$ cat config.mk
export PLATFORM = sky130hd
export DESIGN_NAME = clk_div_multi
export DESIGN_NICKNAME = d
export VERILOG_FILES = /design/src/rtl/clk_div_multi.sv
export SDC_FILE = /design/constraint.sdc
export NUM_CORES = 1
export LEC_CHECK = 0
export BUFFER_PORTS_ARGS = -buffer_cell sky130_fd_sc_hd__buf_4
export CORE_ASPECT_RATIO = 0.75
export CORE_MARGIN = 2
export CORE_UTILIZATION = 30
export DETAILED_ROUTE_END_ITERATION = 6
export GPL_TIMING_DRIVEN = 0
export SLEW_MARGIN = 10
export SYNTH_ARGS = -nofsm -noshare
export SYNTH_HDL_FRONTEND = slang
export SYNTH_SLANG_ARGS = --single-unit
$ cat constraint.sdc
create_clock -name clk -period 3.34 [get_ports clk]
set_input_delay 0.668 -clock clk [delete_from_list [all_inputs] [get_ports clk]]
set_output_delay 0.668 -clock clk [all_outputs]
set_load 0.01 [all_outputs]
$ cat src/rtl/clk_div_multi.sv
// Multi-channel programmable clock divider / tick generator with glitch-free term reload.
// Optional per-channel 16-bit tick counter output enabled by defining CLK_DIV_TICK_CNT_EN.
module clk_div_multi #(
  parameter int NUM_CH      = 3,
  parameter int CNT_W       = 32,
  parameter int DIV_DEFAULT = 6249999
) (
  input  logic                    clk,
  input  logic                    rst_n,
  input  logic                    en,
  input  logic                    sync_clr,
  input  logic [NUM_CH*CNT_W-1:0] div_val,
  input  logic [NUM_CH-1:0]       div_load,
  output logic [NUM_CH-1:0]       load_pend,
  output logic [NUM_CH-1:0]       clk_out,
`ifdef CLK_DIV_TICK_CNT_EN
  output logic [NUM_CH*16-1:0]    tick_cnt,
`endif
  output logic [NUM_CH-1:0]       tick
);

  localparam logic [CNT_W-1:0] DIV_RST = CNT_W'(DIV_DEFAULT);

  for (genvar i = 0; i < NUM_CH; i++) begin : g_ch
    logic [CNT_W-1:0] cnt;
    logic [CNT_W-1:0] term;
    logic [CNT_W-1:0] shadow;
    logic [CNT_W-1:0] slice;
    logic             out_q;
    logic             tick_q;
    logic             pend_q;
    logic             at_term;

    assign slice   = div_val[i*CNT_W +: CNT_W];
    assign at_term = (cnt == term);

    // A load coinciding with a terminal event keeps the active term; the new
    // shadow is adopted at the following terminal instead.
    always_ff @(posedge clk or negedge rst_n) begin
      if (!rst_n) begin
        cnt    <= '0;
        term   <= DIV_RST;
        shadow <= DIV_RST;
        out_q  <= 1'b0;
        tick_q <= 1'b0;
        pend_q <= 1'b0;
      end else if (sync_clr) begin
        cnt    <= '0;
        out_q  <= 1'b0;
        tick_q <= 1'b0;
        pend_q <= 1'b0;
        if (div_load[i]) begin
          shadow <= slice;
          term   <= slice;
        end else begin
          term   <= shadow;
        end
      end else begin
        if (en) begin
          if (at_term) begin
            cnt    <= '0;
            out_q  <= ~out_q;
            tick_q <= ~out_q;
            if (pend_q && !div_load[i])
              term <= shadow;
          end else begin
            cnt    <= cnt + CNT_W'(1);
            tick_q <= 1'b0;
          end
        end else begin
          tick_q <= 1'b0;
        end
        if (div_load[i]) begin
          shadow <= slice;
          pend_q <= 1'b1;
        end else if (en && at_term) begin
          pend_q <= 1'b0;
        end
      end
    end

    assign clk_out[i]   = out_q;
    assign tick[i]      = tick_q;
    assign load_pend[i] = pend_q;

`ifdef CLK_DIV_TICK_CNT_EN
    logic [15:0] tcnt_q;

    // Counts in step with tick being raised, so it already includes the current tick.
    always_ff @(posedge clk or negedge rst_n) begin
      if (!rst_n)
        tcnt_q <= '0;
      else if (sync_clr)
        tcnt_q <= '0;
      else if (en && at_term && !out_q)
        tcnt_q <= tcnt_q + 16'd1;
    end

    assign tick_cnt[i*16 +: 16] = tcnt_q;
`endif
  end

endmodule

==> impl_metrics.ini, run 1 <==
[run_status]
status = finished clean

[synth]
yosys.area_share.simple_pct = 15.4
synth_nets = 1356
synthMostInstantiatedCell = dfrtp_1
synth.avg_cell_area_um2 = 11.5
synth.area.mux_share_pct = 9.94
yosysSeqAreaShare_pct = 52.3
ys_top_cells_by_count = 207 x dfrtp_1, 156 x nor2_1, 103 x xor2_1, 97 x mux2_2, 90 x dfstp_2
yosys_warnings = 0
syn_inst = 1250
synth_edf_count = 0
synth-xor-area-share_pct = 11.1
ys.flop_type = dfrtp_1
synth-compound-area-share_pct = 7.59
synthAdderAreaFrac_pct = 0.260
ys_types = 53
async_flop_share_pct = 100
synth_top_cell_area_share_pct = 35.9
yosysTopAreaCell = dfrtp_1
synth_top_family_by_area = simple AND/OR/NAND/NOR gates
ys_top_cells_by_area = dfrtp_1 36%, dfstp_2 16%, mux2_2 7.6%
synth.cell_area_mm2 = 0.0144
ys_seq_elements = 297

[grt]
grt_pass1_wl_mm = 56.3
grt_overflow = 0
grtUsageTotal_pct = 14.1
antenna_found_initial = 1
grt_max_degree = 108
grt_pass1_vias = 9879

[routing]
first_pass_iters = 4
remaining_drc_errors = 0
ant_nets = 0
wl_mm = 35.3
viasPerCell = 4.69
drt_iter0_drc = 567
num_vias = 9660
wl_per_cell_um = 17.1

[critical_path]
crit_chain = xor2_1, nor4_1, nand4_1, nor4_2, a21oi_2, buf_6, o221a_1
path_class = reg2reg
cp_max_fo = 10
end_kind = flop
crit_path_top_delay_cell = nor4_1
cp.arrival_ps = 3150
required_ps = 3740
max_stage_delay_ps = 530
startpoint_type = flop

[min_path]
hold_class = in2async

[pwr]
pwr-share-comb_pct = 9.9
leakagePower_nw = 7.19
p_int_mw = 6.59
switching_share_pct = 24.5
p_switching_mw = 2.14
p_total_mw = 8.73
seqPwrFrac_pct = 47.8
vdd_ir_drop_max_mv = 0.345
powerDensity_mw_per_mm2 = 508
clockPowerShare_pct = 42.4

[cts]
post_cts_buffers = 0
hold_buffers = 0
cts_resized = 0
cts_tree = built
cts_root_buffer = clkbuf_16
cts_buffers = 34
cts_sinks = 297
worstSkewPairLatency_ps = 520
cts-root-to-sink-buffers = 3
ctsHtreeMaxLevel = 2
path_clk_slew_ps = 60

[timing]
fin_crit_sh_pct = 82.3
maxSlewHeadroom_pct = 41.2
hold_viol = 0
min_period_ps = 2750
fmax_mhz = 364
rsz0062_at_grt = no
fin_hold_ws_ps = 200
final.setup_skew_ps = 15.8
tns_ps = 0
setup_viol = 0
timing.final.max_slew_violations = 0
worst_slew_pin_slew_ps = 879

[placement]
dpl_cell_area_mm2 = 0.0161
io_buffers = 108
hpwl_mm = 25.1
placedCellCount = 1999
gp_congestion = 0.833

[floorplan]
num_rows = 69
initial_utilization_pct = 30.4
fp.dieW_um = 257
dieArea_mm2 = 0.0498
die_y_um = 194
core_mm2 = 0.0474
io_pins = 112

[cells_and_area]
design_area_mm2 = 0.0172
fillCellCount = 4671
syn_to_final_growth_pct = 19.1
drive_gt1_share_pct = 33.1
instances_no_fill = 2061
fin_nets = 1502

[flow_run]
cap_violations = 0
-- kinds of logic (layout without fill, tap and decap cells) --
kind of cell | count (synthesis) | after routing
xor+xnor | 183 | 183
other cells | 0 | 1
compound gates | 126 | 126
simple gates | 423 | 423
fa+ha+maj | 3 | 3
flops | 297 | 297
mux | 131 | 131
buf+inv | 87 | 258
-- power by group through the flow --
| stage | Sequential (mW) | Combinational [mW] | Clock [mW] |
|---|---|---|---|
| global route | 4.21 | 0.957 | 3.95 |
| floorplan | 4.15 | 0.552 | 0 |
| global placement | 4.23 | 0.850 | 0 |
| detailed placement | 4.23 | 0.875 | 0 |
| finish | 4.17 | 0.863 | 3.70 |
| CTS | 4.17 | 0.880 | 3.81 |
-- routing by layer --
metal | wire, um | track usage [%]
met3 | 1420 | 2.60
met4 | 637 | 3.32
met1 | 18500 | 21.7
met5 | 0 | 0
met2 | 14700 | 20.3
-- cells in the final DEF, fill, tap and decap left out, types with 18 or more instances in the layout --
master | synthesis | routed
dfrtp_1 | 207 | 207
nor2_1 | 156 | 156
buf_4 | 16 | 123
xor2_1 | 103 | 103
mux2_2 | 97 | 97
dfstp_2 | 90 | 90
xnor2_1 | 80 | 80
or2_2 | 64 | 64
o221a_1 | 60 | 60
nand2_1 | 51 | 51
clkbuf_1 | 31 | 43
a21oi_1 | 42 | 42
clkbuf_16 | 0 | 35
mux2i_1 | 34 | 34
nand3_1 | 32 | 32
nand4_1 | 28 | 28
nor4_1 | 18 | 18
-- per-stage QoR --
step,setup slack (ps),util [%]
after global placement,-1200,33.8
after floorplan,1170,-
after CTS,596,36.2
final,592,36.2
after detailed placement,361,33.9
after global routing,441,36.2
-- critical path: cells and delay by family (launching register included) --
family	cells	cell delay (ps)
compound gates	2	380
xor+xnor	1	210
buf+inv	1	180
simple gates	3	1390
flops	1	460
-- flip-flops by register name, indices dropped and copies added (netlist names) --
signal / count
g_ch.out_q: 3
g_ch.tick_q: 3
g_ch.cnt: 96
g_ch.term: 96
g_ch.shadow: 96
g_ch.pend_q: 3
-- layout make-up --
class	instances	area [um2]	area share, %
clock buffer	51	976	5.68
buffer	72	433	2.52
inverter	15	56.3	0.328
timing repair buffer	110	873	5.09
multi-input combinational	866	6380	37.2
sequential	297	7540	43.9
tap	639	800	4.66
antenna	1	2.50	0.0146
clock inverter	10	108	0.627
-- worst paths after layout --
check	from	endpoint	slack [ps]	cells past startpoint
min reg2reg	g_ch[2].out_q$_DFFE_PN0P_	g_ch[2].tick_q$_DFF_PN0_	480	1
min	rst_n	g_ch[0].shadow[15]$_DFF_PN0_	200	1
max	g_ch[1].cnt[3]$_DFFE_PN0P_	g_ch[1].term[28]$_DFFE_PN0P_	590	7
min in group clk	div_val[21]	g_ch[0].shadow[21]$_DFF_PN0_	380	2
max in group asynchronous	rst_n	g_ch[2].shadow[9]$_DFF_PN1_	2170	2
max reg2reg	g_ch[1].cnt[3]$_DFFE_PN0P_	g_ch[1].term[28]$_DFFE_PN0P_	590	7
No activity file was read; power rests on OpenSTA's default activity.
==> inputs of run 2 (changes only) <==
- clock period: 3.34 -> 2.42 ns (I/O delays scaled with it)
==> run 2 against run 1 <==
Compared with the run above: non-clock buffer count rose by 9; first-iteration DRC count fell by 0.53%; die area did not move; fmax rose by 18%; register-to-register slack got worse by 500 ps; wire length rose by 0.65%; largest power group unchanged.
==> impl_metrics.ini, run 2 (synthesis results as in run 1) <==
[run_status]
status = finished clean

[placement]
hpwl_mm = 25.1
placedCellCount = 1999
gp_congestion = 0.833
io_buffers = 108

[routing]
wl_per_cell_um = 17.1
remaining_drc_errors = 0
num_vias = 9662
drt_iter0_drc = 564
ant_nets = 0
viasPerCell = 4.67
first_pass_iters = 4
wl_mm = 35.5

[critical_path]
startpoint_type = flop
path_class = reg2reg
cp_num_buf_inv = 2
crit_path_top_delay_cell = nor4_2
required_ps = 2830
crit_chain = xor2_1, nor4_2, nand4_1, buf_4, nor4_4, a21oi_4, buf_6, o221a_1
max_stage_delay_ps = 420
end_kind = flop
crit_family = simple AND/OR/NAND/NOR gates
cp.arrival_ps = 2730
cp_max_fo = 10

[grt]
grt_pass1_vias = 9919
grt_pass1_wl_mm = 56.5
grt_overflow = 0
grt_max_degree = 108
grtUsageTotal_pct = 14.2
antenna_found_initial = 1

[cts]
hold_buffers = 0
cts_buffers = 34
path_clk_slew_ps = 60
ctsHtreeMaxLevel = 2
cts_root_buffer = clkbuf_16
cts_tree = built
worstSkewPairLatency_ps = 520
cts_sinks = 297
cts-root-to-sink-buffers = 3

[timing]
timing.final.max_slew_violations = 0
fin_crit_sh_pct = 96.2
final.setup_skew_ps = 18.7
maxSlewHeadroom_pct = 43.0
min_period_ps = 2330
worst_slew_pin_slew_ps = 851
fmax_mhz = 430
setup_viol = 0
fin_hold_ws_ps = 16.4
hold_viol = 0
tns_ps = 0

[floorplan]
dieArea_mm2 = 0.0498
io_pins = 112
initial_utilization_pct = 30.4
die_y_um = 194
core_mm2 = 0.0474
fp.dieW_um = 257
num_rows = 69

[cells_and_area]
syn_to_final_growth_pct = 20.4
layout.area.seq_mm2 = 0.00755
multi_input_area_mm2 = 0.00649
reg_top3 = g_ch.cnt: 96 flops, g_ch.shadow: 96 flops, g_ch.term: 96 flops
fillCellCount = 4659
layout_commonest_cell = dfrtp_1
final_cell_mix = 206 x dfrtp_1, 156 x nor2_1, 133 x buf_4
instances_no_fill = 2070
fin_nets = 1511
drive_gt1_share_pct = 34.3

[pwr]
p_total_mw = 12.1
vdd_ir_drop_max_mv = 0.495
leakagePower_nw = 7.32
powerDensity_mw_per_mm2 = 695

[min_path]
hold_class = in2async

[flow_run]
cap_violations = 0
[run 2: changes by cell type in the layout (fill, tap and decap cells not counted), sizes merged]
| cell | delta |
|---|---|
| buf | +11 |
| clkbuf | -2 |
[run 2: worst register-to-register path: stages, from the launching register on]
cell	delay (ps)
dfrtp_1	410
xor2_1	180
nor4_2	420
nand4_1	140
buf_4	190
nor4_4	350
a21oi_4	110
buf_6	170
o221a_1	230
[run 2: metrics by stage]
| stage | area, um2 | setup slack, ps | utilization (%) |
|---|---|---|---|
| 2_1_floorplan | 14400 | 430 | - |
| 6_report | 17400 | 92.5 | 36.6 |
| 3_3_place_gp | 16000 | -1930 | 33.8 |
| 5_1_grt | 17400 | -10.2 | 36.6 |
| 4_1_cts | 17200 | 3.90 | 36.4 |
| 3_5_place_dp | 16100 | -375 | 33.9 |
[run 2: repair_timing]
action,4_1_cts,5_1_grt
buffers inserted,2,9
endpoints found under the hold margin,0,0
setup endpoints to repair,107,139
pin swaps,4,9
resized for setup,7,11
[run 2: cell type report]
class	count	area share (%)
Antenna cell	1	0.0144
Buffer	70	2.47
Clock buffer	51	5.62
Clock inverter	10	0.620
Inverter	15	0.324
Multi-Input combinational cell	866	37.4
Sequential cell	297	43.5
Tap cell	639	4.61
Timing Repair Buffer	121	5.51
[run 2: path summary, 6_finish.rpt]
check	from	to	slack, ps	depth (start not counted)
max reg2reg	g_ch[1].cnt[30]$_DFFE_PN0P_	g_ch[1].term[28]$_DFFE_PN0P_	90	8
max in group asynchronous	rst_n	g_ch[1].cnt[7]$_DFFE_PN0P_	1380	2
max	g_ch[1].cnt[30]$_DFFE_PN0P_	g_ch[1].term[28]$_DFFE_PN0P_	90	8
min reg2reg	g_ch[2].out_q$_DFFE_PN0P_	g_ch[2].tick_q$_DFF_PN0_	480	1
min in group clk	div_val[35]	g_ch[1].shadow[3]$_DFF_PN1_	200	2
min	rst_n	g_ch[0].shadow[15]$_DFF_PN0_	20	1
[run 2: power by group]
| group | switching (mW) | internal, mW |
|---|---|---|
| sequential | 0.290 | 5.47 |
| clock | 2.10 | 3.01 |
| combinational | 0.585 | 0.619 |
| total | 2.97 | 9.10 |
[run 2: metal layers]
| metal | wire (um) | track usage (%) | vias to the layer above |
|---|---|---|---|
| met3 | 1430 | 2.65 | 44 |
| met4 | 621 | 3.25 | 0 |
| li1 | - | - | 4661 |
| met2 | 14900 | 20.5 | 166 |
| met5 | 0 | 0 | - |
| met1 | 18600 | 21.7 | 4791 |
==> inputs of run 3 (changes only) <==
- GPL_TIMING_DRIVEN: 0 -> unset
==> run 3 against run 2 <==
Compared with the run above: core utilization up 0.20 points; first-iteration DRC count down 8.7%; global-route usage down 0.25 points; sequential share of layout area down 0.25 points; cell count down 0.97%; critical path depth up 1; hold slack better by 180 ps; fmax up 0.53%; power up 2.9%; sequential power about the same; clock power up 6.7%; register-to-register slack about the same; largest cell class unchanged; largest power group unchanged.
==> impl_metrics.ini, run 3 (synthesis results as in run 1) <==
[grt]
grt_pass1_wl_mm = 55.6
antenna_found_initial = 0
grt_max_degree = 72
grt_pass1_vias = 9664
grt_overflow = 0
grtUsageTotal_pct = 13.9

[timing]
setup_viol = 0
worst_slew_pin_slew_ps = 782
maxSlewHeadroom_pct = 47.4
min_period_ps = 2320
final.setup_skew_ps = 22.8
timing.final.max_slew_violations = 0
fin_crit_sh_pct = 95.7
hold_viol = 0
fmax_mhz = 432

[routing]
num_vias = 9684
remaining_drc_errors = 0
ant_nets = 0
first_pass_iters = 5
viasPerCell = 4.72
wl_per_cell_um = 17.2
wl_mm = 35.2
drt_iter0_drc = 515

[cts]
cts-root-to-sink-buffers = 3
ctsHtreeMaxLevel = 2
cts_root_buffer = clkbuf_16
path_clk_slew_ps = 60
cts_buffers = 34
worstSkewPairLatency_ps = 520
cts_sinks = 297
cts_tree = built

[critical_path]
cp_max_fo = 8
cp.arrival_ps = 2730
end_kind = flop
path_class = reg2reg
required_ps = 2830
startpoint_type = flop

[pwr]
vdd_ir_drop_max_mv = 0.404
p_total_mw = 12.4
powerDensity_mw_per_mm2 = 712
leakagePower_nw = 7.35

[cells_and_area]
drive_gt1_share_pct = 35.6
fillCellCount = 4684
reg_top3 = g_ch.cnt: 96 flops, g_ch.shadow: 96 flops, g_ch.term: 96 flops
layout_commonest_cell = dfrtp_1
final_cell_mix = 207 x dfrtp_1, 156 x nor2_1, 156 x buf_4
fin_nets = 1493
syn_to_final_growth_pct = 21.1
instances_no_fill = 2050
n_antenna_cell = 0

[floorplan]
fp.dieW_um = 257
core_mm2 = 0.0474
initial_utilization_pct = 30.4
io_pins = 112
die_y_um = 194
dieArea_mm2 = 0.0498
num_rows = 69

[placement]
gp_congestion = 0.816
hpwl_mm = 24.2
placedCellCount = 1984
io_buffers = 111

[flow_run]
cap_violations = 0

[run_status]
status = finished clean

[min_path]
hold_class = in2reg
==> run 3: cell count changes in the layout (fill, tap and decap cells not counted), moves of 4 or more <==
cell	delta
clkinv_2	-4
buf_2	-9
clkbuf_1	-33
buf_4	+23
buf_6	-12
buf_12	+11
==> run 3: final cells by class <==
type | instances | area [um2] | area share (%)
clock buffer | 48 | 963 | 5.52
clock inverter | 12 | 211 | 1.21
inverter | 15 | 56.3 | 0.323
multi-input combinational | 869 | 6450 | 37.0
sequential | 297 | 7540 | 43.2
tap | 639 | 800 | 4.58
timing repair buffer | 170 | 1430 | 8.18
==> run 3: metrics by stage <==
stage,hold slack (ps),cell area (um2),setup slack (ps),util (%),TNS [ps]
3_5_place_dp,482,16200,-1.09,34.2,-1.17
4_1_cts,172,17400,21.4,36.7,0
3_3_place_gp,467,16200,12.5,34.2,0
5_1_grt,175,17500,-0.164,36.8,-0.164
6_report,201,17500,105,36.8,0
2_1_floorplan,188,14400,430,-,0
==> run 3: power by group <==
part | switching, mW | internal [mW]
clock | 2.12 | 3.33
sequential | 0.292 | 5.47
combinational | 0.583 | 0.630
total | 2.99 | 9.43
==> run 3: path summary, 6_finish.rpt <==
check | to | depth (start not counted) | slack [ps] | startpoint
min | g_ch[1].shadow[26]$_DFF_PN0_ | 2 | 200 | div_val[58]
min in group asynchronous | g_ch[0].term[13]$_DFFE_PN0P_ | 2 | 540 | rst_n
max reg2reg | g_ch[1].term[30]$_DFFE_PN0P_ | 9 | 100 | g_ch[1].cnt[8]$_DFFE_PN0P_
max in group asynchronous | g_ch[1].term[2]$_DFFE_PN1P_ | 3 | 1050 | rst_n
min reg2reg | g_ch[2].tick_q$_DFF_PN0_ | 1 | 480 | g_ch[2].out_q$_DFFE_PN0P_
max | g_ch[1].term[30]$_DFFE_PN0P_ | 9 | 100 | g_ch[1].cnt[8]$_DFFE_PN0P_
==> run 3: per-layer routing <==
layer  track usage [%]  share of wire [%]  vias to the layer above
li1                  -                  -                     4642
met1              21.6                 52                     4833
met2              19.9                 42                      165
met3              2.47                4.2                       44
met4              3.06                1.6                        0
met5                 0                  0                        -
==> run 3: what timing repair did <==
item / in CTS / in global routing
cloned: 0 / 3
setup endpoints to repair: 7 / 89
pin swaps: 0 / 3
hold endpoints to repair: 42 / 0
hold buffers: 1 / 0
buffers inserted: 0 / 2
resized for setup: 1 / 5
==> run 3: worst max-delay path, cell delays in order, from the launching register on <==
cell     delay [ps]
dfrtp_1         400
xor2_1          170
nor4_1          300
buf_4           180
nand4_1         150
buf_4           190
nor4_4          210
buf_6           180
a21oi_2         130
o221a_1         290
